File: src/rtl/msx_reset_ctrl.sv
// rtl/msx_reset_ctrl.sv - MSX system reset sequencer: power-on, cold request and debounced warm button
// Optional keyboard hotkey reset input is enabled by defining RESET_CTRL_KEYB_EN.
module msx_reset_ctrl #(
  parameter int STRETCH_CYCLES  = 1024,
  parameter int DEBOUNCE_CYCLES = 65536
) (
  input  logic clk,
  input  logic reset,
  input  logic mem_ready,
  input  logic cold_req,
  input  logic warm_btn,
`ifdef RESET_CTRL_KEYB_EN
  input  logic keyb_reset,
`endif
  output logic reset_out,
  output logic cold_boot,
  output logic reset_done
);

  localparam int SW = $clog2(STRETCH_CYCLES);
  localparam int DW = $clog2(DEBOUNCE_CYCLES) + 1;
  localparam logic [SW-1:0] ST_LAST = SW'(STRETCH_CYCLES - 1);
  localparam logic [DW-1:0] DB_LAST = DW'(DEBOUNCE_CYCLES - 1);

  typedef enum logic [1:0] {
    ST_POR,
    ST_HOLD,
    ST_RUN
  } state_t;

  state_t        state;
  logic [SW-1:0] st_cnt;
  logic [DW-1:0] db_cnt;
  logic          btn_meta;
  logic          btn_sync;
  logic          btn_db;
  logic          btn_db_q;
  logic          warm_rise;
  logic          warm_hold;
  logic          hold_cond;

  always_ff @(posedge clk or posedge reset) begin
    if (reset) begin
      btn_meta <= 1'b0;
      btn_sync <= 1'b0;
    end else begin
      btn_meta <= warm_btn;
      btn_sync <= btn_meta;
    end
  end

  // The debounced value flips only after DEBOUNCE_CYCLES consecutive disagreeing samples.
  always_ff @(posedge clk or posedge reset) begin
    if (reset) begin
      db_cnt   <= '0;
      btn_db   <= 1'b0;
      btn_db_q <= 1'b0;
    end else begin
      btn_db_q <= btn_db;
      if (btn_sync == btn_db) begin
        db_cnt <= '0;
      end else if (db_cnt >= DB_LAST) begin
        btn_db <= btn_sync;
        db_cnt <= '0;
      end else begin
        db_cnt <= db_cnt + DW'(1);
      end
    end
  end

`ifdef RESET_CTRL_KEYB_EN
  logic keyb_q;

  always_ff @(posedge clk or posedge reset) begin
    if (reset) begin
      keyb_q <= 1'b0;
    end else begin
      keyb_q <= keyb_reset;
    end
  end

  assign warm_rise = (btn_db & ~btn_db_q) | (keyb_reset & ~keyb_q);
  assign warm_hold = btn_db | keyb_reset;
`else
  assign warm_rise = btn_db & ~btn_db_q;
  assign warm_hold = btn_db;
`endif

  assign hold_cond = cold_req | warm_hold | ~mem_ready;

  always_ff @(posedge clk or posedge reset) begin
    if (reset) begin
      state      <= ST_POR;
      st_cnt     <= '0;
      reset_out  <= 1'b1;
      cold_boot  <= 1'b1;
      reset_done <= 1'b0;
    end else begin
      reset_done <= 1'b0;
      case (state)
        ST_POR: begin
          reset_out <= 1'b1;
          cold_boot <= 1'b1;
          st_cnt    <= '0;
          if (mem_ready) begin
            state <= ST_HOLD;
            // This cycle already counts toward the stretch when nothing else is holding.
            if (!(cold_req | warm_hold)) begin
              st_cnt <= SW'(1);
            end
          end
        end
        ST_HOLD: begin
          reset_out <= 1'b1;
          if (cold_req) begin
            cold_boot <= 1'b1;
          end
          if (hold_cond) begin
            st_cnt <= '0;
          end else if (st_cnt >= ST_LAST) begin
            state      <= ST_RUN;
            st_cnt     <= '0;
            reset_out  <= 1'b0;
            reset_done <= 1'b1;
          end else begin
            st_cnt <= st_cnt + SW'(1);
          end
        end
        ST_RUN: begin
          reset_out <= 1'b0;
          if (cold_req) begin
            state     <= ST_HOLD;
            st_cnt    <= '0;
            reset_out <= 1'b1;
            cold_boot <= 1'b1;
          end else if (warm_rise) begin
            state     <= ST_HOLD;
            st_cnt    <= '0;
            reset_out <= 1'b1;
            cold_boot <= 1'b0;
          end
        end
        default: begin
          state     <= ST_POR;
          st_cnt    <= '0;
          reset_out <= 1'b1;
          cold_boot <= 1'b1;
        end
      endcase
    end
  end

endmodule

File: config.mk
export PLATFORM = sky130hd
export DESIGN_NAME = msx_reset_ctrl
export DESIGN_NICKNAME = d
export VERILOG_FILES = /design/src/rtl/msx_reset_ctrl.sv
export SDC_FILE = /design/constraint.sdc
export NUM_CORES = 1
export LEC_CHECK = 0
export ABC_CLOCK_PERIOD_IN_PS = 2200
export CAP_MARGIN = 0
export CORE_MARGIN = 2
export CORE_UTILIZATION = 45
export CTS_CLUSTER_DIAMETER = 200
export DETAILED_ROUTE_END_ITERATION = 16
export HOLD_SLACK_MARGIN = 0.1
export PLACE_DENSITY = 0.59
export REMOVE_ABC_BUFFERS = 1
export SLEW_MARGIN = 20
export SYNTH_ARGS = -nofsm -noshare
export SYNTH_HDL_FRONTEND = slang
export SYNTH_SLANG_ARGS = --single-unit
File: constraint.sdc
create_clock -name clk -period 2.2 [get_ports clk]
set_input_delay 0.44 -clock clk [delete_from_list [all_inputs] [get_ports clk]]
set_output_delay 0.44 -clock clk [all_outputs]
set_load 0.005 [all_outputs]
# --- After elaboration in Yosys (flattened, before gate mapping) ---
# Index checks and enable logic that the tools add are counted.
# Widths: inputs -> output; s select.
totals:
  out_inout_bits: 3
  word_cells: 59
  latchBits: 0
  inputBits: 5
  ram_bits: 0
  mem_bits_ro: 0
  register_bits: 36
  n_memories: 0
op_classes:
  n_lt_le_gt_ge: 2
  n_eq_ne: 8
  mul: 0
  muxes: 27
  addsub: 2
  n_reduce_logical: 4
  div: 0
  n_shift: 0
  bitwise_logic: 6
ops:
  columns: ["op", "count"]
  rows:
  - ["$mux 10", 4]
  - ["$mux 17", 2]
  - ["$pmux 10 s3", 1]
  - ["$add 17x1->17 const B", 1]
  - ["$ge 17x16->1 const B", 1]
  - ["$mux 1", 12]
  - ["$add 10x1->10 const B", 1]
  - ["$ge 10x10->1 const B", 1]
  - ["$mux 2", 5]
  - ["$ne 2x2->1 const B", 4]
  - ["$pmux 2 s3", 1]
  - ["$pmux 1 s2", 2]
  - ["$reduce_and 2->1", 2]
  - ["$reduce_and 4->1", 1]
  - ["$ne 3x3->1 const B", 1]
  - ["$not 1->1", 3]
  - ["$eq 2x1->1 const B", 1]
  - ["$eq 2x2->1 const B", 1]
  - ["$logic_not 2->1", 1]
  - ["$or 1x1->1", 2]
  - ["$and 1x1->1", 1]
  - ["$eq 1x1->1", 1]

# --- Depth between registers and ports, before layout ---
# Gate-level depths: netlist (run 1).
depth:
  word_depth: 5
  ltp_mapped: 9
  mapped_depth_nobuf: 7

# --- Worst setup path before layout (run 1) ---
# No wires, ideal clock.
synth_timing:
  path_type: "register to register"
  start: "reg db_cnt[2]"
  end: "reg db_cnt[10]"
  path_stages_with_launch: 10
  setup_time_ns: 0.071
  synth_period_minus_slack_ns: 1.683
  path_buffers: 2
  required_time_ns: 2.129
  arrival_ns: 1.612
  slack_ns: 0.517
  path_cell_list: "dfrtp_1 and4_1 buf_6 nand3_4 nor2_1 ha_1 nor3_1 o21ai_2 buf_4 nor2_1"
synth_between:
  elab_chain_len: 3
  word_cells_on_any_way: 4
  cone_classes: "add/sub (1); order compare (1); mux (2)"
synth_rtl:
  columns: ["element", "line_no", "source"]
  rows:
  - ["start: declaration", "33", "logic [DW-1:0] db_cnt;"]
  - ["start signal: assignment", "66", "db_cnt <= db_cnt + DW'(1);"]
  - ["$add 17x1->17 or $ge 17x16->1 (tied branches)", "66, 62", null]
  - ["$mux 17 (*)", "62", "end else if (db_cnt >= DB_LAST) begin"]
  - ["$mux 17 (*)", "60", "if (btn_sync == btn_db) begin"]
# Every way passes the cells marked *; elsewhere a longest branch is shown, timed or not.
# A chain may end at the register's enable or synchronous reset.

# --- Worst setup path after layout (run 1) ---
layout_timing:
  start: "reg db_cnt[6]"
  end: "reg db_cnt[14]"
# The elaborated chain is that of the path after synthesis.

==> summary.md, run 1 <==
| Metric | Value |
|---|---|
| HPWL after DPL | around 2700 um |
| Min cycle time layout | roughly 1.9 ns |
| CP top delay family | simple AND/OR/NAND/NOR gates |
| Post-route ant nets | 0 |
| Final slew viol count | 0 |
| Initial antenna violation count | 0 |
| Number of max-cap violations | 0 |
| Layout cell share with drive strength beyond 1 | ~11% |
| Clk pwr share | roughly 38% |
| Die span in x | 68.9 um |
| Synth Area per Inst | about 10 um2 |
| Aggregate global-route resource usage | 18.2% |
| Final Hold Fails | 0 |
| Sequential cell area | 903 um2 |
| Synth Register Bits | 36 |
| Synth top area share | 44.9% |
| Relative slew slack | between 50% and 60% |
| Max FO, Critical Path | 15 |
| CTS tree | built |
| Final setup vio count | 0 |
| Startpoint Class | flip-flop |
| ANT cells | 0 |
| Post_cts resized | 0 |
| Via count | 1400 |
| Cell variety after synth | 43 |
| Leakage power | 0.000903 uW |
| First-pass GRT wire length | between 6000 and 7000 um |
| CTS sink cnt | 36 |
| Sw Pwr | approximately 380 uW |
| Routed wire length | 3770 um |
| Most common cell after layout, fill and taps aside | dfrtp_1 |
| Starting Density | a little under half |
| Number of setup buffers added after CTS | 0 |
| Commonest cells after routing, fill and taps aside | dfrtp_1 (34), nor2_1 (20), nand2_1 (13) |
| Die area | 4740 um2 |
| Final setup TNS | 0 ns |
| Max Buffers Root-to-Sink | 2 |
| Internal power | between 1000 and 1500 uW |
| Status | finished clean |
| Data arrival, critical path | 2.10 ns |
| Switching share of power | about 25% |
| Routing usage on met2 | between 30% and 40% |
| Combinational Power Share | about 15% |
| Clock Latency Late Sink | about 0.29 ns |
| Most area-consuming cells after synthesis | dfrtp_1 (45%), ha_1 (4.6%), xor2_1 (4.6%) |
| Placer Congestion | about 0.8 |
| TritonRoute pass-1 iters | 4 |
| CORE AREA | between 4000 and 5000 um2 |
| Final period utilization | 85.9% |
| Buf+Inv Stages, Crit Path | 0 |
| Hold Path Class | reg2reg |
| Initial drt markers | 60 |
| I/O pin count | 8 |
| Vias in the first global route | between 1000 and 1500 |
| Area of the multi-input gates | just over 900 um2 |
| Mapped Area | approximately 1900 um2 |
| Syn. warnings | 0 |
| CTS H-tree lvls | 2 |
| Pre-CTS setup slack | between 0.15 and 0.2 ns |
| Clock Pin Slew Worst Setup and Hold Paths | approximately 0.070 ns |
| F_max | between 0.5 and 0.6 GHz |
| CP cell instances | and3_1, nand3_4, nor2_1, ha_1, nor3_1, o21ai_2, a21oi_1 |
| GRT met3 Usage | 5.52% |
| Sequential share of power | between 40% and 50% |
| Via-to-Cell Ratio | around 5.6 |
| Final nets | about 210 |
| Hold_buf cts | 0 |
| Routed len/inst | about 15 um |
| Fin worst setup slack | 0.311 ns |
| # DRC | 0 |
| Slowest cell on crit path | dfrtp_1 |
| Post-Synthesis Cells | 188 |
| Worst slack on hold paths | ~0.36 ns |
| CTS buffer count | 5 |
| Clk_skew | roughly 0.0055 ns |
| # port buffers | 7 |
| Global Route met1 Usage | roughly a fifth |
| Worst slew pin tran | roughly 0.65 ns |
| Row Count | 23 |
| Setup CP Type | reg2reg |
| Register area share after synthesis | between 40% and 50% |
| Critical Path End Type | flip-flop |
| Peak VDD IR | approximately 450 uV |
| Largest net degree at the start of global routing | 37 |
| Grt peak-use layer | met2 |
| Root Buffer | clkbuf_8 |
| Fillers | 370 |
| CP max stage delay | a little over 0.4 ns |
| Area grow syn2layout | 12.1% |
| Die H | about 69 um |
| Pwr/cell area | slightly above 700 nW/um2 |
| Area leader, netlist | dfrtp_1 |
| Crit path required time | between 2 and 2.5 ns |
| Grt ovf | 0 |
| RSZ-0062 raised after global routing | false |
-- layout make-up --
class	count	share of cell area, %
well taps	50	2.95
clock inverters	2	1.65
flip-flops and latches	36	42.6
repair buffers	10	4.36
clock buffers	6	3.42
multi-input cells	137	43.3
inverters	10	1.77
-- flip-flops by register name, indices dropped and copies added, names as in the netlist --
signal / flops
btn_db: 1
btn_db_q: 1
btn_meta: 1
btn_sync: 1
cold_boot: 1
db_cnt: 17
reset_done: 1
reset_out: 1
st_cnt: 10
state: 2
-- logic make-up after synthesis --
logic type	synth area share, %
AOI/OAI and AO/OA	12.4
xor gates and xnor gates	5.55
DFF	47.7
muxes	0.595
and+or+nand+nor	25.3
adders and majority gates	4.63
buffers and inverters	3.77
-- routing by layer --
layer / vias up / part of all wire (%)
met4: 0 / 0.77
li1: 691 / -
met2: 35 / 53
met3: 4 / 3.7
met1: 670 / 43
met5: - / 0
-- worst register-to-register path, delay by kind of cell (launching register included) --
family	cells	cell delay [ns]
AOI/OAI and AO/OA	2	0.45
adders and majority gates	1	0.19
DFF	1	0.41
and+or+nand+nor	4	0.75
-- synthesized netlist by cell type --
master,instances
xnor2_1,2
mux2_2,1
a31o_2,1
a31oi_4,1
or3_1,5
nand2b_1,4
buf_4,1
nand2_1,13
and2_1,2
and3_1,2
o21ai_2,2
dfrtp_1,34
o311ai_1,2
a22o_1,1
nand4bb_1,1
nand4_1,10
inv_1,10
nand3_1,12
nor3b_1,1
o22a_1,1
a22oi_1,1
xor2_1,10
o21ai_0,9
ha_1,7
nor2b_1,1
o22ai_1,2
nor3_1,2
a21boi_0,1
and2b_2,1
o2bb2ai_1,2
nor2_1,20
and2_2,1
and4bb_4,1
buf_2,3
a21oi_1,5
buf_6,1
dfstp_2,2
o31ai_1,1
or2_2,1
or4_1,1
and4_1,4
o211ai_1,4
nand3_4,2
-- power by group through the flow --
stage	Sequential [uW]	Combinational [uW]	Clock (uW)
2_1_floorplan	730	150	0
3_3_place_gp	730	210	0
3_5_place_dp	734	222	0
4_1_cts	721	224	585
5_1_grt	724	249	617
6_report	721	220	568
-- final timing paths --
kind	from	end	slack, ns	depth (start not counted)
hold reg to reg	btn_meta	btn_sync	0.36	0
min in group asynchronous	reset	state[0]	0.55	3
max in group asynchronous	reset	cold_boot	1.31	3
hold / removal	btn_meta	btn_sync	0.36	0
setup reg to reg	db_cnt[6]	db_cnt[14]	0.31	7
setup / recovery	db_cnt[6]	db_cnt[14]	0.31	7
-- through the flow --
step	area [um2]	total power (uW)	instances	util, %
final	2120	1510	251	52.7
after floorplan	1860	880	183	-
after global routing	2120	1590	251	52.7
after CTS	2120	1530	251	52.7
after detailed placement	2010	956	243	50.0
after global placement	2010	940	243	50.0
(Power assumes the default switching activity.)
==> inputs of run 2 (changes only) <==
ABC_CLOCK_PERIOD_IN_PS = 1700   (was 2200)
PLACE_DENSITY = 0.61   (was 0.59)
clock period = 1.7 ns   (was 2.2 ns; I/O delays follow)
==> summary.md, run 2 (synthesized netlist as in run 1, its figures left out) <==
| Metric | Value |
|---|---|
| Status | finished clean (unchanged) |
| Placer Congestion | 0.856 (was 0.822) |
| Layout cell share with drive strength beyond 1 | 27.0% (was 11.4%) |
| Via count | 1532 (was 1400) |
| First-pass GRT wire length | 6500 um (was 6290 um) |
| Die area | 4740 um2 (unchanged) |
| Peak VDD IR | 466 uV (was 446 uV) |
| Critical path startpoint | db_cnt[11] (was db_cnt[6]) |
| Aggregate global-route resource usage | 18.8% (was 18.2%) |
| Hold Path Class | in2async (was reg2reg) |
| Via-to-Cell Ratio | 5.55 (was 5.58) |
| Routed wire length | 3970 um (was 3770 um) |
| Clock Pin Slew Worst Setup and Hold Paths | 0.08 ns (was 0.07 ns) |
| R2r startpoint | db_cnt[11] (was db_cnt[6]) |
| # DRC | 0 (unchanged) |
| Post-route ant nets | 0 (unchanged) |
| Max FFs per register | 17 (unchanged) |
| F_max | 0.596 GHz (was 0.529 GHz) |
| Final nets | 237 (was 212) |
| Max FO, Critical Path | 2 (was 15) |
| Commonest cells after routing, fill and taps aside | dfrtp_1 (34), buf_4 (27), nor2_1 (19) (was dfrtp_1 (34), nor2_1 (20), nand2_1 (13)) |
| Crit path required time | 1.87 ns (was 2.41 ns) |
| Worst reg2reg path depth | 7 (unchanged) |
| Final period utilization | 98.7% (was 85.9%) |
| RSZ-0062 raised after global routing | true (was false) |
| I/O pin count | 8 (unchanged) |
| Clk_skew | 0.00612 ns (was 0.00554 ns) |
| Number of max-cap violations | 0 (unchanged) |
| Final slew viol count | 0 (unchanged) |
| R2r setup slk | 0.02 ns (was 0.31 ns) |
| Initial drt markers | 106 (was 60) |
| HPWL after DPL | 2790 um (was 2700 um) |
| Initial antenna violation count | 0 (unchanged) |
| Clock Latency Late Sink | 0.29 ns (about the same) |
| Max Buffers Root-to-Sink | 2 (unchanged) |
| Sequential cell area | 903 um2 (unchanged) |
| Final setup TNS | 0 ns (unchanged) |
| Startpoint Class | flip-flop (unchanged) |
| Largest regs | db_cnt x17, st_cnt x10, state x2 (unchanged) |
| Final Hold Fails | 0 (unchanged) |
| Area grow syn2layout | 24.3% (was 12.1%) |
| Starting Density | 47.0% (unchanged) |
| CTS buffer count | 5 (unchanged) |
| Die H | 68.9 um (unchanged) |
| Root Buffer | clkbuf_8 (unchanged) |
| Largest net degree at the start of global routing | 32 (was 37) |
| Top reg by flops | db_cnt (unchanged) |
| Most common cell after layout, fill and taps aside | dfrtp_1 (unchanged) |
| Leakage power | 0.00104 uW (was 0.000903 uW) |
| Final setup vio count | 0 (unchanged) |
| CTS H-tree lvls | 2 (unchanged) |
| ANT cells | 0 (unchanged) |
| R2R Path End | btn_db (was db_cnt[14]) |
| Die span in x | 68.9 um (unchanged) |
| Setup CP Type | reg2reg (unchanged) |
| # port buffers | 7 (unchanged) |
| CTS sink cnt | 36 (unchanged) |
| CTS tree | built (unchanged) |
| Area of the multi-input gates | 970 um2 (was 918 um2) |
| Fillers | 368 (was 370) |
| Relative slew slack | 71.6% (was 56.9%) |
| Routed len/inst | 14.4 um (was 15.0 um) |
| Worst slack on hold paths | 0.287 ns (was 0.361 ns) |
| Row Count | 23 (unchanged) |
| Vias in the first global route | 1475 (was 1426) |
| Grt ovf | 0 (unchanged) |
| Data arrival, critical path | 1.85 ns (was 2.10 ns) |
| Worst slew pin tran | 0.424 ns (was 0.646 ns) |
| TritonRoute pass-1 iters | 4 (unchanged) |
| Min cycle time layout | 1.68 ns (was 1.89 ns) |
| Pwr/cell area | 794 nW/um2 (was 711 nW/um2) |
| Capture point of the critical path | btn_db (was db_cnt[14]) |
| CORE AREA | 4030 um2 (unchanged) |
| Critical Path End Type | flip-flop (unchanged) |
run 2: layout make-up:
class	instances	share of cell area [%]
clock buffer	5	2.92
sequential	36	38.4
inverter	10	1.59
clock inverter	3	0.797
tap	50	2.66
timing repair buffer	35	12.4
multi-input combinational	137	41.2
run 2: worst min path at each step:
stage / start / endpoint / slack (ns) / cells after the start
final: reset / reset_done / 0.29 / 2
after global routing: reset / btn_meta / 0.30 / 2
after CTS: reset / state[1] / 0.28 / 2
after detailed placement: btn_meta / btn_sync / 0.34 / 0
after global placement: btn_meta / btn_sync / 0.33 / 0
after floorplan: btn_meta / btn_sync / 0.33 / 0
run 2: routing by layer:
metal  GRT usage (%)  wire length [um]  vias to the layer above
met5               0                 0                        -
met2            32.1              2070                       23
met1            22.5              1730                      756
met4            7.35                60                        0
met3            4.87               104                        8
li1                -                 -                      745
run 2: critical path, cell delays in order (launching register included):
cell,delay [ns]
dfrtp_1,0.36
and4_4,0.22
nand4_1,0.13
nor2_1,0.15
ha_2,0.20
nor2_1,0.06
o21ai_0,0.08
mux2_2,0.35
run 2: metrics by stage:
step | utilization, % | setup slack, ns | cells | area [um2] | power [uW]
final | 58.4 | 0.0218 | 276 | 2350 | 1870
after global routing | 58.4 | -0.0489 | 276 | 2350 | 1960
after CTS | 56.6 | 0.000948 | 271 | 2280 | 1880
after detailed placement | 54.0 | -0.173 | 263 | 2180 | 1270
after global placement | 54.0 | -0.121 | 263 | 2180 | 1260
after floorplan | - | -0.0435 | 183 | 1860 | 1140
run 2: what timing repair did:
item                       in CTS  in global routing
buffers inserted                0                  5
setup endpoints to repair      14                 23
pin swaps                       1                  1
hold buffers                    0                  0
resized for setup               4                 10
run 2: where the power goes:
| group | total (uW) | internal [uW] | switching, uW |
|---|---|---|---|
| clock network | 601 | 285 | 316 |
| registers | 930 | 905 | 25.0 |
| logic | 337 | 157 | 181 |
| total | 1870 | 1350 | 521 |
==> inputs of run 3 (changes only) <==
SLEW_MARGIN = unset   (was 20)
==> results of run 3 <==
Final layout, timing and power as in run 2 (identical DEF).
